`src/rtl/port_fifo_responder_pkg.sv`:
```
// ---------------------------------------------------------------------------
// port_fifo_pkg
// Shared types, default sizing and helpers for the port FIFO responder.
//   port_byte_t   : one byte as seen on the CPU I/O port pins
//   DEF_*         : default data width and FIFO depths
//   fall_edge()   : strobe falling-edge detect from registered and live level
// ---------------------------------------------------------------------------
package port_fifo_pkg;

  typedef logic [7:0] port_byte_t;

  localparam int DEF_DATA_W    = 8;
  localparam int DEF_IN_DEPTH  = 16;
  localparam int DEF_OUT_DEPTH = 16;

  // A strobe event is the cycle where last cycle's level was high and the
  // live level is low, so the event can be acted on in the same cycle.
  function automatic logic fall_edge(input logic prev, input logic cur);
    return prev & ~cur;
  endfunction

endpackage

```
`src/rtl/port_fifo_responder_if.sv`:
```
// ---------------------------------------------------------------------------
// port_fifo_responder_if
// Bundles the CPU port pins, the host push/pop handshakes and the sticky
// error flags of the port FIFO responder.
//   slave  : the responder side (drives in_port_0, host_wr_ready, host_rd_*,
//            flags)
//   master : the CPU pins plus host/harness side
// Optional (PORT_FIFO_STATUS_EN): in_count, out_count, clear_flags.
// ---------------------------------------------------------------------------
interface port_fifo_responder_if #(
  parameter int DATA_W    = 8,
  parameter int IN_DEPTH  = 16,
  parameter int OUT_DEPTH = 16
);

  logic [DATA_W-1:0] in_port_0;
  logic              in_strobe_0;
  logic [DATA_W-1:0] out_port_0;
  logic              out_strobe_0;
  logic [DATA_W-1:0] host_wr_data;
  logic              host_wr_valid;
  logic              host_wr_ready;
  logic [DATA_W-1:0] host_rd_data;
  logic              host_rd_valid;
  logic              host_rd_ready;
  logic              in_underflow;
  logic              out_overflow;
`ifdef PORT_FIFO_STATUS_EN
  logic [$clog2(IN_DEPTH):0]  in_count;
  logic [$clog2(OUT_DEPTH):0] out_count;
  logic                       clear_flags;
`endif

  modport slave (
    output in_port_0,
    input  in_strobe_0,
    input  out_port_0,
    input  out_strobe_0,
    input  host_wr_data,
    input  host_wr_valid,
    output host_wr_ready,
    output host_rd_data,
    output host_rd_valid,
    input  host_rd_ready,
    output in_underflow,
`ifdef PORT_FIFO_STATUS_EN
    output in_count,
    output out_count,
    input  clear_flags,
`endif
    output out_overflow
  );

  modport master (
    input  in_port_0,
    output in_strobe_0,
    output out_port_0,
    output out_strobe_0,
    output host_wr_data,
    output host_wr_valid,
    input  host_wr_ready,
    input  host_rd_data,
    input  host_rd_valid,
    output host_rd_ready,
    input  in_underflow,
`ifdef PORT_FIFO_STATUS_EN
    input  in_count,
    input  out_count,
    output clear_flags,
`endif
    input  out_overflow
  );

endinterface

```
`src/rtl/port_fifo_responder_sync_fifo.sv`:
```
// ---------------------------------------------------------------------------
// sync_fifo
// Single-clock circular FIFO with synchronous active-low reset.
//   clk, reset : clock, reset (0 = reset, empties the FIFO)
//   push_i     : enqueue data_i (ignored when full)
//   pop_i      : dequeue head (ignored when empty)
//   head_o     : oldest entry (undefined contents when empty; callers mask)
//   full_o, empty_o, count_o : occupancy status
// ---------------------------------------------------------------------------
module sync_fifo #(
  parameter int DATA_W = 8,
  parameter int DEPTH  = 16
) (
  input  logic                     clk,
  input  logic                     reset,
  input  logic                     push_i,
  input  logic                     pop_i,
  input  logic [DATA_W-1:0]        data_i,
  output logic [DATA_W-1:0]        head_o,
  output logic                     full_o,
  output logic                     empty_o,
  output logic [$clog2(DEPTH):0]   count_o
);

  localparam int PTR_W = $clog2(DEPTH);
  localparam logic [PTR_W:0] FULL_COUNT = (PTR_W+1)'(DEPTH);

  logic [DATA_W-1:0] mem_q [DEPTH];
  logic [PTR_W-1:0]  wrPtr_q, wrPtr_d;
  logic [PTR_W-1:0]  rdPtr_q, rdPtr_d;
  logic [PTR_W:0]    count_q, count_d;
  logic              doPush;
  logic              doPop;

  assign full_o  = (count_q == FULL_COUNT);
  assign empty_o = (count_q == '0);
  assign count_o = count_q;
  assign head_o  = mem_q[rdPtr_q];

  // Requests are qualified here so a full push or an empty pop never moves a
  // pointer; pointers wrap naturally because DEPTH is a power of two.
  assign doPush = push_i & ~full_o;
  assign doPop  = pop_i & ~empty_o;

  // Next-state pointers and occupancy; a simultaneous push and pop leave the
  // count unchanged.
  always_comb begin
    wrPtr_d = wrPtr_q;
    rdPtr_d = rdPtr_q;
    count_d = count_q;
    if (doPush) wrPtr_d = wrPtr_q + PTR_W'(1);
    if (doPop)  rdPtr_d = rdPtr_q + PTR_W'(1);
    case ({doPush, doPop})
      2'b10:   count_d = count_q + (PTR_W+1)'(1);
      2'b01:   count_d = count_q - (PTR_W+1)'(1);
      default: count_d = count_q;
    endcase
  end

  // Pointer/count registers; reset only needs to clear these, the storage
  // contents are never visible while the FIFO is empty.
  always_ff @(posedge clk) begin
    if (!reset) begin
      wrPtr_q <= '0;
      rdPtr_q <= '0;
      count_q <= '0;
    end else begin
      wrPtr_q <= wrPtr_d;
      rdPtr_q <= rdPtr_d;
      count_q <= count_d;
    end
  end

  // Storage write port.
  always_ff @(posedge clk) begin
    if (doPush) mem_q[wrPtr_q] <= data_i;
  end

endmodule

```
`src/rtl/port_fifo_responder.sv`:
```
// ---------------------------------------------------------------------------
// port_fifo_responder
// Peripheral-side responder for the CPU I/O port 0 strobe protocol.
// Host bytes are queued in an input FIFO and presented on in_port_0; each
// falling edge of in_strobe_0 consumes one. Each falling edge of
// out_strobe_0 captures out_port_0 into an output FIFO drained by the host.
//   clk   : clock, rising edge
//   reset : synchronous, active-low
//   bus   : port_fifo_responder_if.slave (CPU pins, host handshakes, flags)
// Build option PORT_FIFO_STATUS_EN adds in_count/out_count occupancy outputs
// and a clear_flags input on the interface.
// ---------------------------------------------------------------------------
module port_fifo_responder
  import port_fifo_pkg::*;
#(
  parameter int              DATA_W      = DEF_DATA_W,
  parameter int              IN_DEPTH    = DEF_IN_DEPTH,
  parameter int              OUT_DEPTH   = DEF_OUT_DEPTH,
  parameter logic [DATA_W-1:0] EMPTY_VALUE = '0
) (
  input  logic                  clk,
  input  logic                  reset,
  port_fifo_responder_if.slave  bus
);

  logic inStrobe_q, outStrobe_q;
  logic underflow_q, underflow_d;
  logic overflow_q, overflow_d;
  logic inFall, outFall;
  logic underflowSet, overflowSet;

  logic [DATA_W-1:0]         inHead, outHead;
  logic                      inFull, inEmpty, outFull, outEmpty;
  logic [$clog2(IN_DEPTH):0]  inCount;
  logic [$clog2(OUT_DEPTH):0] outCount;

  assign inFall  = fall_edge(inStrobe_q, bus.in_strobe_0);
  assign outFall = fall_edge(outStrobe_q, bus.out_strobe_0);

  assign underflowSet = inFall & inEmpty;
  assign overflowSet  = outFall & outFull;

  sync_fifo #(.DATA_W(DATA_W), .DEPTH(IN_DEPTH)) inFifo (
    .clk     (clk),
    .reset   (reset),
    .push_i  (bus.host_wr_valid),
    .pop_i   (inFall),
    .data_i  (bus.host_wr_data),
    .head_o  (inHead),
    .full_o  (inFull),
    .empty_o (inEmpty),
    .count_o (inCount)
  );

  sync_fifo #(.DATA_W(DATA_W), .DEPTH(OUT_DEPTH)) outFifo (
    .clk     (clk),
    .reset   (reset),
    .push_i  (outFall),
    .pop_i   (bus.host_rd_ready),
    .data_i  (bus.out_port_0),
    .head_o  (outHead),
    .full_o  (outFull),
    .empty_o (outEmpty),
    .count_o (outCount)
  );

  assign bus.in_port_0     = inEmpty ? EMPTY_VALUE : inHead;
  assign bus.host_wr_ready = ~inFull;
  assign bus.host_rd_valid = ~outEmpty;
  assign bus.host_rd_data  = outEmpty ? '0 : outHead;
  assign bus.in_underflow  = underflow_q;
  assign bus.out_overflow  = overflow_q;

`ifdef PORT_FIFO_STATUS_EN
  assign bus.in_count  = inCount;
  assign bus.out_count = outCount;
`else
  // Occupancies only leave the block in the status build.
  logic unusedCounts;
  assign unusedCounts = ^{inCount, outCount};
`endif

  // Sticky error flags; a clear request loses to an error in the same cycle
  // so no event is ever silently lost.
  always_comb begin
    underflow_d = underflow_q | underflowSet;
    overflow_d  = overflow_q | overflowSet;
`ifdef PORT_FIFO_STATUS_EN
    if (bus.clear_flags) begin
      underflow_d = underflowSet;
      overflow_d  = overflowSet;
    end
`endif
  end

  // Strobe history and flags. History clears to 0 so a strobe that is
  // already high when reset lifts must be seen high before it can fall.
  always_ff @(posedge clk) begin
    if (!reset) begin
      inStrobe_q  <= 1'b0;
      outStrobe_q <= 1'b0;
      underflow_q <= 1'b0;
      overflow_q  <= 1'b0;
    end else begin
      inStrobe_q  <= bus.in_strobe_0;
      outStrobe_q <= bus.out_strobe_0;
      underflow_q <= underflow_d;
      overflow_q  <= overflow_d;
    end
  end

endmodule

```
`src/flat_wrapper.sv`:
```
// flat-port wrapper written by rule: the top's interface ports become plain ports
module port_fifo_responder_flat import port_fifo_pkg::*;
#(
  parameter int              DATA_W      = DEF_DATA_W,
  parameter int              IN_DEPTH    = DEF_IN_DEPTH,
  parameter int              OUT_DEPTH   = DEF_OUT_DEPTH,
  parameter logic [DATA_W-1:0] EMPTY_VALUE = '0
)
  (clk, reset, bus_in_port_0, bus_in_strobe_0, bus_out_port_0, bus_out_strobe_0, bus_host_wr_data, bus_host_wr_valid, bus_host_wr_ready, bus_host_rd_data, bus_host_rd_valid, bus_host_rd_ready, bus_in_underflow, bus_out_overflow);
  port_fifo_responder_if #(.DATA_W(DATA_W), .IN_DEPTH(IN_DEPTH), .OUT_DEPTH(OUT_DEPTH)) bus_i ();
  input  logic clk;
  input  logic reset;
  output wire logic [$bits(bus_i.in_port_0)-1:0] bus_in_port_0;
  input wire logic [$bits(bus_i.in_strobe_0)-1:0] bus_in_strobe_0;
  input wire logic [$bits(bus_i.out_port_0)-1:0] bus_out_port_0;
  input wire logic [$bits(bus_i.out_strobe_0)-1:0] bus_out_strobe_0;
  input wire logic [$bits(bus_i.host_wr_data)-1:0] bus_host_wr_data;
  input wire logic [$bits(bus_i.host_wr_valid)-1:0] bus_host_wr_valid;
  output wire logic [$bits(bus_i.host_wr_ready)-1:0] bus_host_wr_ready;
  output wire logic [$bits(bus_i.host_rd_data)-1:0] bus_host_rd_data;
  output wire logic [$bits(bus_i.host_rd_valid)-1:0] bus_host_rd_valid;
  input wire logic [$bits(bus_i.host_rd_ready)-1:0] bus_host_rd_ready;
  output wire logic [$bits(bus_i.in_underflow)-1:0] bus_in_underflow;
  output wire logic [$bits(bus_i.out_overflow)-1:0] bus_out_overflow;
  assign bus_in_port_0 = bus_i.in_port_0;
  assign bus_i.in_strobe_0 = bus_in_strobe_0;
  assign bus_i.out_port_0 = bus_out_port_0;
  assign bus_i.out_strobe_0 = bus_out_strobe_0;
  assign bus_i.host_wr_data = bus_host_wr_data;
  assign bus_i.host_wr_valid = bus_host_wr_valid;
  assign bus_host_wr_ready = bus_i.host_wr_ready;
  assign bus_host_rd_data = bus_i.host_rd_data;
  assign bus_host_rd_valid = bus_i.host_rd_valid;
  assign bus_i.host_rd_ready = bus_host_rd_ready;
  assign bus_in_underflow = bus_i.in_underflow;
  assign bus_out_overflow = bus_i.out_overflow;
  port_fifo_responder #(.DATA_W(DATA_W), .IN_DEPTH(IN_DEPTH), .OUT_DEPTH(OUT_DEPTH), .EMPTY_VALUE(EMPTY_VALUE)) u_core (.clk(clk), .reset(reset), .bus(bus_i));
endmodule
```
`config.mk`:
```
export PLATFORM = sky130hd
export DESIGN_NAME = port_fifo_responder_flat
export DESIGN_NICKNAME = d
export VERILOG_FILES = /design/src/rtl/port_fifo_responder_pkg.sv /design/src/rtl/port_fifo_responder_if.sv /design/src/rtl/port_fifo_responder_sync_fifo.sv /design/src/rtl/port_fifo_responder.sv /design/src/flat_wrapper.sv
export SDC_FILE = /design/constraint.sdc
export NUM_CORES = 1
export LEC_CHECK = 0
export ABC_AREA = 1
export ABC_CLOCK_PERIOD_IN_PS = 4800
export CAP_MARGIN = 20
export CORE_ASPECT_RATIO = 2
export CORE_MARGIN = 4
export CORE_UTILIZATION = 60
export DETAILED_ROUTE_END_ITERATION = 12
export GPL_TIMING_DRIVEN = 0
export HOLD_SLACK_MARGIN = 0.08
export PLACE_DENSITY_LB_ADDON = 0.25
export REMOVE_ABC_BUFFERS = 1
export SLEW_MARGIN = 20
export SYNTH_ARGS = -nofsm -noshare
export SYNTH_HDL_FRONTEND = slang
export SYNTH_SLANG_ARGS = --single-unit
```
`constraint.sdc`:
```
create_clock -name clk -period 4.8 [get_ports clk]
set_input_delay 0.96 -clock clk [delete_from_list [all_inputs] [get_ports clk]]
set_output_delay 0.96 -clock clk [all_outputs]
set_load 0.02 [all_outputs]
```
# Word-level counts from Yosys, hierarchy flattened

Memory sizes are Yosys's and may differ from the RTL's. A register that Yosys moved wholly into a read port is not among the register bits.
Cells that the tools add are included.
Widths: inputs -> output; s select.

Output and inout bits: 20
Bits in registers: 30
Input port bits: 22
Memories kept: 2
Memory bits (writable): 256

Memories:

| memory               | depth | bits a word | read ports | clocked after Yosys merged registers in | wr ports | RTL line                            | text |
|---|---|---|---|---|---|---|---|
| u_core.inFifo.mem_q  | 16    | 8           | 1          | 1                                       | 1        | port_fifo_responder_sync_fifo.sv:28 | `logic [DATA_W-1:0] mem_q [DEPTH];` |
| u_core.outFifo.mem_q | 16    | 8           | 1          | 1                                       | 1        | port_fifo_responder_sync_fifo.sv:28 |  |

Mux-type cells: 12
Eq/ne operators: 6
Add/sub/neg operators: 8
Reduce and logical (&&, ||, !) cells: 4
Bitwise operators: 16

Operator list:

| operator            | number |
|---|---|
| $pmux 5 s2          | 2 |
| $add 4x1->4 const B | 4 |
| $mux 4              | 4 |
| $mux 8              | 2 |
| $add 5x1->5 const B | 2 |
| $eq 5x5->1 const B  | 2 |
| $logic_not 5->1     | 2 |
| $sub 5x1->5 const B | 2 |
| $and 1x1->1         | 8 |
| $not 1->1           | 6 |
| $eq 2x1->1 const B  | 2 |
| $eq 2x2->1 const B  | 2 |
| $mux 1              | 4 |
| $reduce_bool 2->1   | 2 |
| $or 1x1->1          | 2 |

# Longest topological paths before layout

Word-level depth: 5
Depth in mapped cells: 16
Mapped depth without buffers: 15

# Modules after synthesis

Synthesis repeated with hierarchy kept, for this count alone.

Cells, all modules: 1013
Area, all modules: 12443.2 um2

By module, submodules not included:

| module                      | cells each | area each (um2) | instances |
|---|---|---|---|
| sync_fifo at u_core.outFifo | 479        | 6097.1          | 1 |
| sync_fifo at u_core.inFifo  | 477        | 6044.5          | 1 |
| port_fifo_responder         | 57         | 301.5           | 1 |

# Worst setup path after synthesis

Ideal clock, no wire load.

Path kind: input -> register
From: input bus_in_strobe_0
To: register u_core.inFifo.count_q[4] (netlist: u_core.inFifo.count_o[4])
Stages on the path: 14
Path slack: 2324 ps
Arrival time: 2367 ps
Path buffers: 1
Cell sequence: nor2_1 nand2_4 inv_2 ha_1 clkbuf_2 xor2_1 ha_1 inv_1 nand2_1 nand2_1 nand3b_1 nand3_1 nand2_1 inv_1

Longest elaborated chain between the ends: 5
Elaborated cells between the ends (all ways): 7

Ends and longest elaborated chain:

| what                                            | RTL line                            | text |
|---|---|---|
| from (decl)                                     | flat_wrapper.sv:14                  | `input wire logic [$bits(bus_i.in_strobe_0)-1:0] bus_in_strobe_0;` |
| $not 1->1 *                                     | port_fifo_responder_pkg.sv:19       | `return prev & ~cur;` |
| $and 1x1->1 *                                   | port_fifo_responder_pkg.sv:19       |  |
| $and 1x1->1 *                                   | port_fifo_responder_sync_fifo.sv:43 | `assign doPop = pop_i & ~empty_o;` |
| named net u_core.inFifo.doPop                   | port_fifo_responder_sync_fifo.sv:33 | `logic doPop;` |
| $eq 2x1->1 or $eq 2x2->1 (tied branches)        | port_fifo_responder_sync_fifo.sv:53 | `case ({doPush, doPop})` |
| $pmux 5 s2 or $reduce_bool 2->1 (tied branches) | n/a                                 |  |
| to (signal assigned)                            | port_fifo_responder_sync_fifo.sv:70 | `count_q <= count_d;` |
| to (decl)                                       | port_fifo_responder_sync_fifo.sv:31 | `logic [PTR_W:0] count_q, count_d;` |

Mark *: on every way through the listed nets, which the timed path passes. The rest lies on a longest branch.
A chain may end at the register's enable or synchronous reset.

==> summary.md <==
| Metric | Value |
|---|---|
| Starting Density | `61.5%` |
| Worst-Margin Slew | `approximately 1.1 ns` |
| Most common cell after layout, fill and taps aside | `edfxtp_1` |
| Relative slew slack | `28.9%` |
| Setup TNS | `0 ns` |
| Grt ovf | `0` |
| Overall Global Routing Usage | `a little under a quarter` |
| Vias in the first global route | `between 7,000 and 8,000` |
| Clock-pin slew on the worst setup and hold paths | `about 0.070 ns` |
| Leak | `~0.0045 uW` |
| Post-DP Area | `roughly 13,000 um2` |
| CP Max Fanout | `64` |
| #FFs+latches synth | `~290` |
| Die Width | `about 110 um` |
| Max Clk Rate | `0.223 GHz` |
| Wire length per cell | `20.5 um` |
| Top Ports | `42` |
| First-pass GRT wire length | `40,300 um` |
| Final Skew | `roughly 0.011 ns` |
| Nets | `~1,000` |
| Dpl cells | `1,240` |
| Clk_lat worst skew | `around 0.52 ns` |
| Num CTS Buffers | `24` |
| Crit path kind | `flip-flop to primary output` |
| Cell accounting for the most synthesized area | `edfxtp_1` |
| Cell variety after synth | `32` |
| Most frequent cells in the layout | `edfxtp_1, nor2_1, o21ai_0` |
| PortBufs | `approximately 40` |
| Synth top area share | `64.2%` |
| DIE AREA | `between 20,000 and 25,000 um2` |
| DRC violation count after routing | `0` |
| Antenna violations before repair | `0` |
| RSZ-0062 raised after global routing | `no` |
| Critical Path AT | `about 3.5 ns` |
| HPWL Detailed | `17,300 um` |
| Clock sink total | `~290` |
| Root Buffer | `clkbuf_16` |
| MaxCap Viol Count | `0` |
| Ys Warns | `0` |
| Status | `finished, final reports clean` |
| Final core occ | `roughly two thirds` |
| Fin crit share | `just over 90%` |
| Power per Cell Area | `roughly 470 nW/um2` |
| Final Max Tran Viols | `0` |
| Cts hold-fix bufs | `0` |
| Vias per inst | `~6.0` |
| Final GP Congestion | `approximately 0.83` |
| DR vias | `between 7,000 and 8,000` |
| Post-Route WL | `between 20,000 and 30,000 um` |
| Initial drt markers | `about 420` |
| DR pass1 iterations | `8` |
| Layout area overhead | `11.0%` |
| Pwr Total | `a little over 6000 uW` |
| Layout cell share with drive strength beyond 1 | `under 10%` |
| Critical Path Sink Type | `primary output` |
| Setup violators final | `0` |
| Max Root-Sink Buffers | `3` |
| Worst EP required | `3.84 ns` |
| H-Tree Depth | `1` |
| CP startpoint kind | `flip-flop` |
| Die Height | `just over 200 um` |
| # resized after CTS | `0` |
| Post-Synthesis Cell Area | `about 12,000 um2` |
| DRT antenna net count | `0` |
| Final Hold Violating Endpoints | `0` |
| VDD IR max | `0.404 mV` |
| Placement Rows | `72` |
| Cells after synthesis | `roughly 990` |
| Postcts setup bufs | `0` |
| Pin count of the biggest net entering global routing | `65` |
| Syn avg cell area | `~12 um2` |
| Worst min path class | `flip-flop to flip-flop` |
| Post-synthesis sequential area ratio | `approximately 71%` |
| Design area | `13,300 um2` |
| Core Footprint | `just under 20,000 um2` |
| Dominant cells by area after synthesis | `edfxtp_1, nor2_1, dfxtp_1` |
| Ant diodes | `0` |
| Final min period | `around 4.5 ns` |
| CTS tree | `yes` |
| Non-Filler Instances | `approximately 1,300` |
[where the power goes]
part           switching, uW  internal [uW]  leakage, uW
Combinational            862            491      0.00149
Clock                    848           1030     0.000360
Sequential               124           2860      0.00262
Total                   1830           4380      0.00446
[cell usage after synthesis]
master / instances
clkbuf_1: 25
nand2_1: 44
nor2_4: 1
inv_4: 2
nand2_4: 4
inv_2: 5
nand3b_1: 1
xor2_2: 1
o221ai_1: 54
xor2_1: 6
o21ai_1: 16
nor3_1: 2
nand2_2: 2
nand4_1: 8
a31o_1: 2
buf_2: 19
nand3_1: 44
nor2_1: 204
nand3_2: 4
edfxtp_1: 256
xnor2_1: 3
clkbuf_2: 4
inv_1: 44
clkinv_1: 2
nor2_2: 5
a21oi_1: 33
dfxtp_1: 38
ha_1: 15
o21ai_0: 131
clkinv_2: 1
buf_4: 2
o22ai_1: 10
[critical path, cell delays in order, from the launching register on]
cell and delay (ns):
dfxtp_2 0.46, buf_12 0.24, inv_2 0.76, o21ai_0 0.17, o221ai_1 0.27, nand3_1 0.15
a21oi_1 0.23, clkdlybuf4s50_1 0.65
[sequential cells by signal, summed over array words and instances, names as in the netlist, 4 cells and up, named ones only]
signal,count
u_core.inFifo.count_o,5
u_core.inFifo.mem_q,128
u_core.inFifo.rdPtr_q,4
u_core.inFifo.wrPtr_q,4
u_core.outFifo.count_o,5
u_core.outFifo.mem_q,128
u_core.outFifo.rdPtr_q,4
u_core.outFifo.wrPtr_q,4
[routing by layer]
metal  part of all wire [%]  track usage [%]  up-vias  wire (um)
met1                     34             24.9     3720       9040
met5                      0                0        -          0
met2                     58             45.8      261      15300
li1                       -                -     3633          -
met3                    4.4             2.55       54       1140
met4                    3.2             8.94        0        844
[metrics by stage]
| stage | hold WS (ns) | setup WS, ns |
|---|---|---|
| floorplan | 0.469 | 1.04 |
| global placement | 0.453 | -0.846 |
| detailed placement | 0.471 | 0.859 |
| CTS | 0.489 | 0.321 |
| global route | 0.516 | 0.0834 |
| finish | 0.489 | 0.318 |
[path summary, 6_finish.rpt]
| kind | from | endpoint | slack [ns] | cells past startpoint |
|---|---|---|---|---|
| worst min-delay path | u_core.bus.out_overflow$_SDFF_PN0_ | u_core.bus.out_overflow$_SDFF_PN0_ | 0.49 | 2 |
| worst min register to register | u_core.bus.out_overflow$_SDFF_PN0_ | u_core.bus.out_overflow$_SDFF_PN0_ | 0.49 | 2 |
| worst max register to register | u_core.outFifo.count_o[2]$_SDFFE_PN0P_ | u_core.outFifo.mem_q[11][3]$_DFFE_PP_ | 2.64 | 6 |
| worst max-delay path | flip-flop | bus_in_port_0[6] | 0.32 | 7 |
[logic make-up after synthesis]
logic type	count (synthesis)	share of synthesized area, %
AND/OR/NAND/NOR	319	11.3
flip-flops	294	70.5
AO/OA/AOI/OAI	246	12.1
buffers and inverters	104	3.61
adder cells (fa/ha/maj)	15	1.57
XOR/XNOR	10	0.794
[layout make-up]
cell class,count,area [um2]
Fill cell,1423,6170
Sequential cell,294,8450
Tap cell,259,324
Multi-Input combinational cell,590,3100
Inverter,54,209
Clock inverter,11,92.6
Clock buffer,33,666
Timing Repair Buffer,43,450
Power figures use the tool's default switching activity.
